## src/rtl/note_edge_detect.sv

```systemverilog
// note_edge_detect: per-channel debounced level with an edge-selected one-cycle pulse and a sticky event flag.
// Define NOTE_EDGE_SYNC_EN to place a two-flop synchroniser ahead of each debouncer.
module note_edge_detect #(
    parameter int unsigned CHANNELS = 4,
    parameter int unsigned DEBOUNCE = 4
) (
    input  logic                clk,
    input  logic                r,
    input  logic [CHANNELS-1:0] in,
    input  logic [1:0]          mode,
    input  logic [CHANNELS-1:0] clr,
    output logic [CHANNELS-1:0] level,
    output logic [CHANNELS-1:0] pulse,
    output logic [CHANNELS-1:0] sticky,
    output logic                any
);

    localparam int unsigned      CNT_W     = 8;
    localparam logic [CNT_W-1:0] CNT_LAST  = CNT_W'(DEBOUNCE - 1);
    localparam logic [1:0]       MODE_RISE = 2'b00;
    localparam logic [1:0]       MODE_FALL = 2'b01;
    localparam logic [1:0]       MODE_BOTH = 2'b10;

    logic [CHANNELS-1:0] s;

`ifdef NOTE_EDGE_SYNC_EN
    logic [CHANNELS-1:0] meta;

    // Two-flop synchroniser; s is the second stage.
    always_ff @(posedge clk or posedge r) begin
        if (r) begin
            meta <= '0;
            s    <= '0;
        end else begin
            meta <= in;
            s    <= meta;
        end
    end
`else
    // Single sample stage for inputs already in the clk domain.
    always_ff @(posedge clk or posedge r) begin
        if (r) begin
            s <= '0;
        end else begin
            s <= in;
        end
    end
`endif

    logic [CNT_W-1:0]    cnt     [CHANNELS];
    logic [CNT_W-1:0]    cnt_nxt [CHANNELS];
    logic [CHANNELS-1:0] flip;
    logic [CHANNELS-1:0] level_nxt;
    logic [CHANNELS-1:0] pulse_nxt;
    logic [CHANNELS-1:0] sticky_nxt;

    // Debounce: count consecutive samples that disagree with level, flip on the last one.
    always_comb begin
        flip      = '0;
        level_nxt = level;
        for (int i = 0; i < int'(CHANNELS); i++) begin
            cnt_nxt[i] = '0;
            if (s[i] != level[i]) begin
                if (cnt[i] == CNT_LAST) begin
                    flip[i]      = 1'b1;
                    level_nxt[i] = s[i];
                end else begin
                    cnt_nxt[i] = cnt[i] + CNT_W'(1);
                end
            end
        end
    end

    // Edge select; the new level tells which direction the flip went.
    always_comb begin
        pulse_nxt = '0;
        case (mode)
            MODE_RISE: pulse_nxt = flip & level_nxt;
            MODE_FALL: pulse_nxt = flip & ~level_nxt;
            MODE_BOTH: pulse_nxt = flip;
            default:   pulse_nxt = '0;
        endcase
    end

    // A registered pulse sets the flag even when clear is asserted on the same edge.
    always_comb begin
        sticky_nxt = pulse | (sticky & ~clr);
    end

    always_ff @(posedge clk or posedge r) begin
        if (r) begin
            level  <= '0;
            pulse  <= '0;
            sticky <= '0;
            for (int i = 0; i < int'(CHANNELS); i++) begin
                cnt[i] <= '0;
            end
        end else begin
            level  <= level_nxt;
            pulse  <= pulse_nxt;
            sticky <= sticky_nxt;
            for (int i = 0; i < int'(CHANNELS); i++) begin
                cnt[i] <= cnt_nxt[i];
            end
        end
    end

    assign any = |pulse;

endmodule

```

## config.mk

```make
export PLATFORM = sky130hd
export DESIGN_NAME = note_edge_detect
export DESIGN_NICKNAME = d
export VERILOG_FILES = /design/src/rtl/note_edge_detect.sv
export SDC_FILE = /design/constraint.sdc
export NUM_CORES = 1
export LEC_CHECK = 0
export CAP_MARGIN = 20
export CORE_MARGIN = 3
export CORE_UTILIZATION = 56
export DETAILED_ROUTE_END_ITERATION = 10
export DONT_BUFFER_PORTS = 1
export PLACE_DENSITY = 0.76
export SYNTH_ARGS = -nofsm -noshare
export SYNTH_HDL_FRONTEND = slang
export SYNTH_SLANG_ARGS = --single-unit
```

## constraint.sdc

```tcl
create_clock -name clk -period 1.46 [get_ports clk]
set_input_delay 0.146 -clock clk [delete_from_list [all_inputs] [get_ports clk]]
set_output_delay 0.146 -clock clk [all_outputs]
set_load 0.03 [all_outputs]
```

==> results.yml <==
outcome:
  status: "finished, violations left"
  failed_checks: "setup timing"
sta:
  fin_crit_ps: 1580
  fin_ws_ps: -122
  max_slew.worst_pin.slew_ps: 475
  finalCritPeriodShare_pct: 108
  fin_worst_skew_ps: 9.07
  setup_viol: 12
  slew_headroom_pct: 68.3
  timing.hold.ws_ps: 10.6
  rsz0062_at_grt: "true"
  final_max_slew_viol_count: 0
  tns_ps: -690
  max_freq_mhz: 632
  final_hold_viol_count: 0
clock_network:
  cts_max_level: 2
  clk_latency_ps: 310
  cts_max_path_buffers: 2
  cts_made_buffers: 5
  clkTransAtPathRegs_ps: 90
  root_buffer: "clkbuf_8"
  cts.sinks: 48
  cts_tree: "built"
drt:
  dr.pass1.iters: 5
  post-route-drc-count: 0
  vias: 1829
  antenna_left: 0
  drt-total-wl_um: 5150
  wl_met1_um: 2070
  dr.max_layer_used: "met4"
  met2_length_um: 2650
  post_drt_wl_per_cell_um: 16.7
  vias_per_cell: 5.92
  wl_met3_um: 297
  drt_iter0_markers: 160
critical_path:
  r2r-start: "cnt[31]"
  cp.required_ps: 1650
  worstRegToRegCells: 3
  crit_path_top_delay_cell: "or4_4"
  reg2reg_to: "level[0]"
  crit_path_max_incr_delay_ps: 580
  path_depth: 3
  critPathTopFamily: "simple AND/OR/NAND/NOR gates"
  worstPathArrival_ps: 1770
  path_buf_inv: 0
  cp-start-kind: "register"
  endpoint_kind: "register"
  r2r_slack_ps: -120
  path_max_fanout: 3
  crit_type: "reg -> reg"
  crit_path_cell_trace: "or4_4 > nor3_4 > mux2_4"
yosys:
  synth.yosys.seq_area_share_pct: 52.5
  synth_cells: 214
  syn_avg_cell_area_um2: 10.7
  async_flop_share_pct: 100
  synth_seq_cells: 48
  synth.net_count: 230
  synth.cell_area_mm2: 0.00229
  yosysUniqueCellTypes: 34
  synth_edf_count: 0
  synth_flop_cell: "dfrtp_1"
  yosysWarnings: 0
global_route:
  overflow: 0
  grt_pass1_wl_um: 8110
  grt_antenna_before_repair: 0
  grt_max_degree: 29
  track_usage_pct: 20.7
  grt_pass1_vias: 1774
layout:
  multiInputGateArea_mm2: 0.00108
  antennaDiodeCount: 0
  drive_gt1_share_pct: 23.8
  syn2layout_area_growth_pct: 24.3
  fin_area_mm2: 0.00285
  layout_commonest_cell: "dfrtp_1"
  n_fill_cell: 243
  stdcell_count: 309
  layout_common_cells: "dfrtp_1 (48), buf_4 (33), nand3_1 (17), nor2_1 (17), a21oi_1 (14)"
  register_area_mm2: 0.00120
  fin_nets: 276
placement:
  io_buffers: 0
  dpl.hpwl_um: 3450
  gp_congestion: 0.912
  dp_cells: 288
  placed_area_mm2: 0.00259
pwr:
  power_density_mw_per_mm2: 1400
  ir_drop_v: 0.000995
  p_total_mw: 3.98
  leakagePower_nw: 1.31
hold_path:
  hp-start: "clr[0]"
  holdPathStages: 2
  holdPathEnd: "sticky[0]"
  min_path_type: "in -> reg"
flow_run:
  maxCapViolCount: 0
die:
  num_io_pins: 25
  die-area_mm2: 0.00489
  die-height_um: 69.9
  die_x_um: 69.9
  start_util_pct: 60.3
  num_rows: 22
  core-area_mm2: 0.00380
how the worst max path moves through the flow:
stage / startpoint / endpoint / slack, ps
6_report: cnt[31] / level[0] / -120
5_1_grt: cnt[31] / level[0] / -160
4_1_cts: cnt[23] / level[1] / -130
3_5_place_dp: cnt[23] / level[1] / -110
3_3_place_gp: cnt[31] / level[0] / -50
2_1_floorplan: cnt[4] / level[3] / -60
cell type report:
class / instances / share of cell area, %
multi-input combinational: 153 / 38.1
clock inverter: 2 / 1.23
timing repair buffer: 43 / 12.6
sequential: 48 / 42.2
clock buffer: 6 / 2.55
tap: 48 / 2.11
inverter: 9 / 1.19
registers in the layout, summed over array words and instances, names as in the netlist:
name	cells
sticky	4
level	4
cnt	32
s	4
pulse	4
through the flow:
| step | util (%) | setup slack [ps] |
|---|---|---|
| after CTS | 73.6 | -126 |
| after global routing | 74.9 | -160 |
| after floorplan | - | -63.6 |
| after global placement | 68.1 | -52.5 |
| after detailed placement | 68.1 | -114 |
| final | 74.9 | -122 |
report_power, final:
part | internal [mW] | leakage (nW) | switching (mW)
sequential | 1.51 | 0.644 | 0.240
combinational | 0.599 | 0.610 | 0.688
clock | 0.508 | 0.0552 | 0.437
total | 2.61 | 1.31 | 1.37
repair_timing:
item,4_1_cts,5_1_grt
gates resized for setup,2,5
pin swaps,2,2
setup endpoints to repair,16,20
hold buffers,9,0
endpoints found under the hold margin,27,0
setup buffers,0,5
cell families (layout without fill, tap and decap cells):
group	Yosys count	count (layout)	share of synthesized area, %
buffers and inverters	13	60	2.24
adders and majority gates	4	4	2.19
muxes	4	4	1.97
xor gates and xnor gates	17	17	6.50
DFF	48	48	52.5
AOI/OAI and AO/OA	45	45	13.0
and+or+nand+nor	83	83	21.7
synthesized netlist by cell type (3+ instances only):
master     n  area share [%]
dfrtp_1   48              52
a21oi_1   18             3.9
nand3_1   17             3.7
nor2_1    17             2.8
o21ai_0   12             2.6
or3_1     12             3.3
xor2_1    11             4.2
inv_1      9             1.5
nand2b_1   9             2.5
nand2_1    7             1.1
xnor2_1    6             2.3
a21o_1     5             1.6
ha_1       4             2.2
nand4_1    4             1.1
mux2_1     3             1.5
nand3b_1   3            0.98
o21a_1     3            0.98
o21bai_1   3            0.98
or4_4      3             1.5
worst register-to-register path, stage by stage, from the launching register on:
cell and delay (ps):
dfrtp_1 390, or4_4 580, nor3_4 180, mux2_4 320
metal layers:
layer | up-vias | global-route usage, %
met5 | - | 0
met4 | 0 | 8.51
met3 | 17 | 5.04
met2 | 85 | 35.0
met1 | 877 | 25.3
li1 | 850 | -
Power figures use the tool's default switching activity.
